**src/rtl/seq_shift_add_multiplier_pkg.sv**
```systemverilog
// Shared types and constants for the sequential shift-and-add multiplier.
// The FSM encoding is exported both as an enum and as plain localparams.
package mult_pkg;

  localparam int unsigned MULT_MAX_WIDTH = 32;
  localparam int unsigned STATE_W        = 2;

  typedef enum logic [STATE_W-1:0] {
    IDLE = 2'd0,
    RUN  = 2'd1,
    DONE = 2'd2
  } state_e;

  localparam logic [STATE_W-1:0] ST_IDLE = 2'd0;
  localparam logic [STATE_W-1:0] ST_RUN  = 2'd1;
  localparam logic [STATE_W-1:0] ST_DONE = 2'd2;

  // Step counter width: enough to hold WIDTH-1, never narrower than one bit.
  function automatic int unsigned cnt_width(input int unsigned w);
    return (w > 1) ? $clog2(w) : 1;
  endfunction

endpackage

```
**src/rtl/seq_shift_add_multiplier_rca_adder.sv**
```systemverilog
// Ripple-carry adder built from full_adder cells, carry passed
// between generate scopes as scalars.
module full_adder (
  input  logic a_i,
  input  logic b_i,
  input  logic cin_i,
  output logic sum_o,
  output logic cout_o
);

  assign sum_o  = a_i ^ b_i ^ cin_i;
  assign cout_o = (a_i & b_i) | (cin_i & (a_i ^ b_i));

endmodule

module rca_adder #(
  parameter int unsigned WIDTH = 8
) (
  input  logic [WIDTH-1:0] a_i,
  input  logic [WIDTH-1:0] b_i,
  input  logic             cin_i,
  output logic [WIDTH-1:0] sum_o,
  output logic             cout_o
);

  for (genvar i = 0; i < WIDTH; i++) begin : g_bit
    logic c_out;
    logic c_in;
    if (i == 0) begin : g_first
      assign c_in = cin_i;
    end else begin : g_rest
      assign c_in = g_bit[i-1].c_out;
    end
    full_adder u_fa (
      .a_i   (a_i[i]),
      .b_i   (b_i[i]),
      .cin_i (c_in),
      .sum_o (sum_o[i]),
      .cout_o(c_out)
    );
  end

  assign cout_o = g_bit[WIDTH-1].c_out;

endmodule

```
**src/rtl/seq_shift_add_multiplier.sv**
```systemverilog
// Radix-2 sequential multiplier: one partial product per clock, start/done handshake.
// Define MULT_SIGNED_EN for two's-complement operands and product.
module seq_shift_add_multiplier
  import mult_pkg::*;
#(
  parameter int unsigned WIDTH = 8
) (
  input  logic               clk,
  input  logic               rst_n,
  input  logic               start,
  input  logic [WIDTH-1:0]   a,
  input  logic [WIDTH-1:0]   b,
  output logic               busy,
  output logic               done,
  output logic [2*WIDTH-1:0] product
);

  localparam int unsigned CNT_W  = cnt_width(WIDTH);
  localparam int unsigned PROD_W = 2 * WIDTH;

  logic [STATE_W-1:0] state_q, state_d;
  logic [CNT_W-1:0]   cnt_q, cnt_d;
  logic [WIDTH-1:0]   mcand_q, mcand_d;
  logic [WIDTH-1:0]   mplier_q, mplier_d;
  logic [WIDTH:0]     acc_q, acc_d;
  logic               busy_q, busy_d;
  logic               done_q, done_d;
  logic [PROD_W-1:0]  product_q, product_d;

  logic               last_step_c;
  logic [WIDTH-1:0]   addend_c;
  logic               cin_c;
  logic [WIDTH-1:0]   add_sum_c;
  logic               add_cout_c;
  logic               sum_top_c;
  logic               shift_fill_c;
  logic [WIDTH:0]     acc_step_c;
  logic [WIDTH-1:0]   mplier_step_c;

  assign last_step_c = (cnt_q == CNT_W'(WIDTH - 1));

  // Adder operand select; the signed final step subtracts the multiplicand.
  always_comb begin
    addend_c = '0;
    cin_c    = 1'b0;
    if (mplier_q[0]) begin
`ifdef MULT_SIGNED_EN
      if (last_step_c) begin
        addend_c = ~mcand_q;
        cin_c    = 1'b1;
      end else begin
        addend_c = mcand_q;
      end
`else
      addend_c = mcand_q;
`endif
    end
  end

  rca_adder #(.WIDTH(WIDTH)) u_rca (
    .a_i   (acc_q[WIDTH-1:0]),
    .b_i   (addend_c),
    .cin_i (cin_c),
    .sum_o (add_sum_c),
    .cout_o(add_cout_c)
  );

  // Bit WIDTH of the (WIDTH+1)-bit partial sum, extending each operand.
`ifdef MULT_SIGNED_EN
  assign sum_top_c    = acc_q[WIDTH] ^ addend_c[WIDTH-1] ^ add_cout_c;
  assign shift_fill_c = sum_top_c;
`else
  assign sum_top_c    = acc_q[WIDTH] ^ add_cout_c;
  assign shift_fill_c = 1'b0;
`endif

  assign acc_step_c    = {shift_fill_c, sum_top_c, add_sum_c[WIDTH-1:1]};
  assign mplier_step_c = {add_sum_c[0], mplier_q[WIDTH-1:1]};

  // Next-state and datapath control.
  always_comb begin
    state_d   = state_q;
    cnt_d     = cnt_q;
    mcand_d   = mcand_q;
    mplier_d  = mplier_q;
    acc_d     = acc_q;
    busy_d    = 1'b0;
    done_d    = 1'b0;
    product_d = product_q;
    case (state_q)
      ST_IDLE: begin
        if (start) begin
          mcand_d  = a;
          mplier_d = b;
          acc_d    = '0;
          cnt_d    = '0;
          busy_d   = 1'b1;
          state_d  = ST_RUN;
        end
      end
      ST_RUN: begin
        acc_d    = acc_step_c;
        mplier_d = mplier_step_c;
        if (last_step_c) begin
          product_d = {acc_step_c[WIDTH-1:0], mplier_step_c};
          done_d    = 1'b1;
          state_d   = ST_DONE;
        end else begin
          cnt_d  = cnt_q + CNT_W'(1);
          busy_d = 1'b1;
        end
      end
      ST_DONE: begin
        if (start) begin
          mcand_d  = a;
          mplier_d = b;
          acc_d    = '0;
          cnt_d    = '0;
          busy_d   = 1'b1;
          state_d  = ST_RUN;
        end else begin
          state_d = ST_IDLE;
        end
      end
      default: begin
        state_d = ST_IDLE;
      end
    endcase
  end

  always_ff @(posedge clk or negedge rst_n) begin
    if (!rst_n) begin
      state_q   <= ST_IDLE;
      cnt_q     <= '0;
      mcand_q   <= '0;
      mplier_q  <= '0;
      acc_q     <= '0;
      busy_q    <= 1'b0;
      done_q    <= 1'b0;
      product_q <= '0;
    end else begin
      state_q   <= state_d;
      cnt_q     <= cnt_d;
      mcand_q   <= mcand_d;
      mplier_q  <= mplier_d;
      acc_q     <= acc_d;
      busy_q    <= busy_d;
      done_q    <= done_d;
      product_q <= product_d;
    end
  end

  assign busy    = busy_q;
  assign done    = done_q;
  assign product = product_q;

endmodule

```
**config.mk**
```make
export PLATFORM = sky130hd
export DESIGN_NAME = seq_shift_add_multiplier
export DESIGN_NICKNAME = d
export VERILOG_FILES = /design/src/rtl/seq_shift_add_multiplier_pkg.sv /design/src/rtl/seq_shift_add_multiplier_rca_adder.sv /design/src/rtl/seq_shift_add_multiplier.sv
export SDC_FILE = /design/constraint.sdc
export NUM_CORES = 1
export LEC_CHECK = 0
export ABC_AREA = 1
export ABC_CLOCK_PERIOD_IN_PS = 4300
export CELL_PAD_IN_SITES_DETAIL_PLACEMENT = 1
export CELL_PAD_IN_SITES_GLOBAL_PLACEMENT = 2
export CORE_UTILIZATION = 30
export CTS_BUF_LIST = sky130_fd_sc_hd__clkbuf_8
export CTS_CLUSTER_SIZE = 25
export DETAILED_ROUTE_END_ITERATION = 8
export HOLD_SLACK_MARGIN = 0.08
export PLACE_DENSITY_LB_ADDON = 0.1
export SYNTH_ARGS = -nofsm -noshare
export SYNTH_HDL_FRONTEND = slang
export SYNTH_HIERARCHICAL = 1
export SYNTH_SLANG_ARGS = --single-unit
```
**constraint.sdc**
```tcl
create_clock -name clk -period 4.3 [get_ports clk]
set_input_delay 0.43 -clock clk [delete_from_list [all_inputs] [get_ports clk]]
set_output_delay 0.43 -clock clk [all_outputs]
set_load 0.02 [all_outputs]
```
==> reports/qor.csv, run 1 <==
metric,value,unit
Final ANT Viol Nets,0,
syn_nets,272,
Inserted Clock Buffers,5,
post-synth top area share,52.6,%
share of cells above drive strength 1,10.8,%
cell taking the most area after synthesis,dfrtp_1,
"Slew Viols, Final",0,
Layout area overhead,23.0,%
HPWL Detailed,3.16,mm
1st-pass router iterations,4,
placed insts,370,
power density over the cells,672,nW/um2
post-synthesis sequential area ratio,52.6,%
M1 GR Usage,18.8,%
post-CTS setup buffers,0,
"Setup violations, final",0,
Reg area,1180,um2
Startpoint Class,register,
worst hold path type,in -> async,
worst path arrival time,4.31,ns
worst setup path class,reg -> reg,
cell count after synthesis,243,
CTS tree,built,
actual slew at the worst max-slew pin,0.761,ns
drt drc,0,
Static Leak,1.40,nW
Core Box Area,7210,um2
Worst-path clk slew,0.09,ns
design area,2750,um2
critical path required time,4.52,ns
CTS resizes,0,
Area contributors post-synth,"dfrtp_1 53%, nand2_1 17%, fa_1 7.2%",
Placer Congestion,0.781,
largest net degree at the start of global routing,48,
Gate power share,43.2,%
internal power,1.10,mW
outcome,"finished, final reports clean",
Reg2Reg Setup Slack,0.21,ns
Setup TNS,0,ns
"commonest cells after routing, fill and taps aside","101 x nand2_1, 47 x dfrtp_1, 35 x clkdlybuf4s50_1",
antenna cells,0,
met2 Track Usage GR,21.2,%
1st-iter DRT viols,48,
H-tree Lvls,2,
Slew Limit Headroom,49.1,%
# rows,31,
register share of total power,40.5,%
post-route setup slack,0.208,ns
Worst-Skew Late Latency,0.30,ns
post-synth cell types,19,
clock root buffer master,clkbuf_8,
fin crit share,95.2,%
Final Instance Count excl. Fillers,378,
total track usage,13.7,%
Clock Path Buffers,2,
sw frac,40.5,%
top-level I/O count,37,
Fin. Hold Viols,0,
clock skew,0.00434,ns
area post-placement,2640,um2
"commonest non-fill, non-tap cell in the layout",nand2_1,
unrepaired setup endpoints after global routing,false,
Die ar.,7800,um2
synthesized flop and latch total,47,
fill count,869,
worst hold slack,0.212,ns
clock share of power,16.3,%
MaxCap Viol Count,0,
post-synthesis average cell area,9.20,um2
vias in the first global route,1620,
multi-input logic area,858,um2
vias per inst,4.21,
clock sink count,47,
worst-path maximum fanout,2,
drt wl/cell,12.0,um
first-pass GRT wire length,8.10,mm
Die Span X,88.3,um
routed via count,1592,
yosys warns,6,
DP Worst Slack,0.246,ns
# nets final,307,
fmax,0.244,GHz
Buffers on Ports,36,
crit end category,register,
Initial Util,31.0,%
grt met3 use,3.17,%
Net Sw Power,748,uW
DRT Wirelength,4.55,mm
global route hottest layer,met2,
Tmin final,4.09,ns
die height,88.3,um
"Remaining Overflow, GRT",0,
CTS hold repair buffers,0,
mapped cell area,2230,um2
initial antenna violation count,0,
VDD IR max,0.264,mV
power by group through the flow:
stage | Clock, mW | Combinational, mW | Sequential, mW
after floorplan | 0 | 0.481 | 0.812
after global placement | 0 | 0.808 | 0.757
after detailed placement | 0 | 0.818 | 0.760
after CTS | 0.314 | 0.821 | 0.752
after global routing | 0.330 | 0.921 | 0.776
final | 0.302 | 0.797 | 0.747
layer usage:
| metal | up-vias | routed length [um] |
|---|---|---|
| met2 | 30 | 1950 |
| met5 | - | 0 |
| met4 | 0 | 70 |
| met3 | 6 | 173 |
| li1 | 804 | - |
| met1 | 752 | 2360 |
area by class of cell:
class                           count  area share, %
Sequential cell                    47           42.8
Multi-Input combinational cell    156           31.2
Timing Repair Buffer               38           13.5
Tap cell                           99           4.51
Inverter                           30           4.19
Clock buffer                        7           3.51
Clock inverter                      1          0.273
Yosys cell counts:
library cell	count
o21ai_4	1
nand3_1	12
o21ai_0	14
fa_1	8
conb_1	1
buf_2	2
nand2_1	101
o21ai_2	14
buf_6	5
inv_1	28
nor2_1	1
clkbuf_1	1
inv_2	1
buf_4	2
ha_1	2
inv_4	1
nor2_4	1
nand2_2	1
dfrtp_1	47
flip-flops by register name, indices dropped and copies added, names as in the netlist:
signal    cells
mcand_q       8
done          1
cnt_q         3
product      16
mplier_q      8
busy          1
acc_q         8
state_q       2
worst max-delay path, stage by stage, from the launching register on:
cell	delay, ns
dfrtp_1	0.39
nand2_1	0.07
inv_1	0.05
fa_1	0.41
fa_1	0.40
fa_1	0.39
fa_1	0.39
fa_1	0.41
fa_1	0.40
fa_1	0.38
fa_1	0.50
inv_1	0.07
o21ai_0	0.17
stage by stage:
| step | power, mW | util, % |
|---|---|---|
| 3_5_place_dp | 1.58 | 36.6 |
| 4_1_cts | 1.89 | 38.1 |
| 5_1_grt | 2.03 | 38.1 |
| 6_report | 1.85 | 38.1 |
| 2_1_floorplan | 1.29 | - |
| 3_3_place_gp | 1.56 | 36.6 |
worst paths after layout:
kind                       depth (start not counted)  startpoint          to
max reg2reg                                       12  mcand_q[0]    acc_q[6]
max in group asynchronous                          2       rst_n    acc_q[4]
min in group clk                                   2  mcand_q[1]  mcand_q[1]
min                                                2       rst_n  product[4]
max                                               12  mcand_q[0]    acc_q[6]
min reg2reg                                        2  mcand_q[1]  mcand_q[1]
logic make-up (layout without fill, tap and decap cells):
family | count (synthesis) | in the layout | synth area share [%]
adders and majority gates | 10 | 10 | 8.29
and+or+nand+nor | 116 | 116 | 20.6
other | 1 | 1 | 0.168
buffers and inverters | 40 | 76 | 8.96
AOI/OAI and AO/OA | 29 | 29 | 9.35
DFF | 47 | 47 | 52.6
(Power assumes the default switching activity.)
==> run 2: changes to the inputs <==
--- a/config.mk
+++ b/config.mk
@@ -7,14 +7,12 @@
 export LEC_CHECK = 0
 export ABC_AREA = 1
 export ABC_CLOCK_PERIOD_IN_PS = 4300
-export CELL_PAD_IN_SITES_DETAIL_PLACEMENT = 1
-export CELL_PAD_IN_SITES_GLOBAL_PLACEMENT = 2
-export CORE_UTILIZATION = 30
+export CORE_UTILIZATION = 49
 export CTS_BUF_LIST = sky130_fd_sc_hd__clkbuf_8
 export CTS_CLUSTER_SIZE = 25
 export DETAILED_ROUTE_END_ITERATION = 8
 export HOLD_SLACK_MARGIN = 0.08
-export PLACE_DENSITY_LB_ADDON = 0.1
+export PLACE_DENSITY = 0.77
 export SYNTH_ARGS = -nofsm -noshare
 export SYNTH_HDL_FRONTEND = slang
 export SYNTH_HIERARCHICAL = 1
==> run 2 against run 1 <==
  * Global-route usage grew 4.6 points
  * Sequential share of layout area grew 1.4 points
  * Register-to-register slack is essentially flat
  * Total power shrank 1.9%
  * Clock power shrank 12%
  * First-iteration DRC count grew 130%
  * Clock skew is essentially flat
  * Fmax shrank 0.13%
  * Sequential power grew 1%
==> reports/qor.csv, run 2 (synthesized netlist as in run 1, its figures left out) <==
metric,value,unit
fin crit share,95.3,%
worst hold path type,in -> async,
Slew Limit Headroom,31.5,%
"Remaining Overflow, GRT",0,
VDD IR max,0.298,mV
Worst-Skew Late Latency,0.30,ns
Fin. Hold Viols,0,
Layout area overhead,19.3,%
multi-input logic area,858,um2
Critical R2R Launch,mplier_q[0],
vias per inst,4.91,
clock root buffer master,clkbuf_8,
Buffers on Ports,36,
worst hold slack,0.304,ns
Inserted Clock Buffers,5,
Initial Util,51.3,%
worst path arrival time,4.32,ns
Core Box Area,4350,um2
CTS hold repair buffers,0,
H-tree Lvls,2,
first-pass GRT wire length,6.98,mm
Setup TNS,0,ns
Final ANT Viol Nets,0,
clock skew,0.00461,ns
Setup crit start,mplier_q[0],
Clock Path Buffers,2,
global route hottest layer,met2,
# nets final,306,
max reg flops,16,
share of cells above drive strength 1,10.5,%
Placer Congestion,0.790,
drt wl/cell,12.1,um
antenna cells,0,
top-level I/O count,37,
Reg area,1180,um2
unrepaired setup endpoints after global routing,false,
1st-pass router iterations,4,
outcome,"finished, final reports clean",
Worst-path clk slew,0.08,ns
drt drc,0,
Die ar.,4830,um2
"Setup violations, final",0,
CTS tree,built,
actual slew at the worst max-slew pin,1.03,ns
power density over the cells,679,nW/um2
total track usage,18.3,%
critical path required time,4.52,ns
Tmin final,4.10,ns
Critical-path top delay cell,fa_1,
worst-path maximum fanout,6,
"commonest cells after routing, fill and taps aside","101 x nand2_1, 46 x dfrtp_1, 35 x clkdlybuf4s50_1",
MaxCap Viol Count,0,
worst path cell trace,nand2_1 > inv_1 > fa_1 > fa_1 > fa_1 > fa_1 > fa_1 > fa_1 > fa_1 > fa_1 > inv_1 > o21ai_0,
vias in the first global route,1576,
1st-iter DRT viols,108,
Buf/Inv on CP,2,
M1 GR Usage,24.3,%
grt met3 use,4.65,%
clock sink count,47,
DRT Wirelength,3.98,mm
met2 Track Usage GR,29.4,%
max incr delay on CP,0.49,ns
"Slew Viols, Final",0,
largest net degree at the start of global routing,48,
Static Leak,1.39,nW
Startpoint Class,register,
cell repeated most along the worst path,fa_1,
worst setup path class,reg -> reg,
die height,69.5,um
HPWL Detailed,2.79,mm
family with the most delay on the worst path,adder cells,
initial antenna violation count,0,
fill count,410,
fmax,0.244,GHz
Total Power,1.81,mW
"commonest non-fill, non-tap cell in the layout",nand2_1,
# rows,24,
Die Span X,69.5,um
crit end category,register,
routed via count,1614,
-- run 2: changes by cell type in the layout (fill, tap and decap cells not counted) --
cell / before / now
buf_4: 2 / 1
clkbuf_8: 7 / 6
clkinv_2: 0 / 1
clkinvlp_4: 1 / 0
dfrtp_1: 47 / 46
dfrtp_2: 0 / 1
-- run 2: what timing repair did --
action	in CTS	in global routing
buffers inserted	0	1
resized for setup	0	1
setup endpoints to repair	0	1
-- run 2: report_power, final --
group / internal, mW / switching, mW / total [mW]
Sequential: 0.631 / 0.127 / 0.758
Clock: 0.126 / 0.139 / 0.265
Combinational: 0.322 / 0.466 / 0.787
-- run 2: worst paths after layout --
path                          endpoint  slack, ns  depth (start not counted)
setup / recovery              acc_q[6]       0.20                         12
hold reg to reg             mcand_q[0]       0.48                          2
hold / removal              product[3]       0.30                          1
min in group clk            mcand_q[0]       0.48                          2
max in group asynchronous  mplier_q[0]       3.29                          1
setup reg to reg              acc_q[6]       0.20                         12
-- run 2: cell type report --
class | instances | area share (%)
sequential | 47 | 44.2
multi-input combinational | 156 | 32.2
timing repair buffer | 37 | 13.6
inverter | 30 | 4.32
clock buffer | 6 | 3.10
tap | 52 | 2.44
clock inverter | 1 | 0.188
-- run 2: per-layer routing --
layer  vias up  wire, um
met3         7       180
li1        800         -
met2        39      1920
met1       768      1830
met4         0        57
met5         -         0
-- run 2: through the flow --
stage	cell area, um2	instances	util, %	setup slack [ns]
final	2670	329	61.2	0.203
after global routing	2670	329	61.2	0.0173
after CTS	2660	328	61.0	0.141
after detailed placement	2570	321	59.0	0.123
after global placement	2570	321	59.0	0.255
after floorplan	2230	243	-	0.265
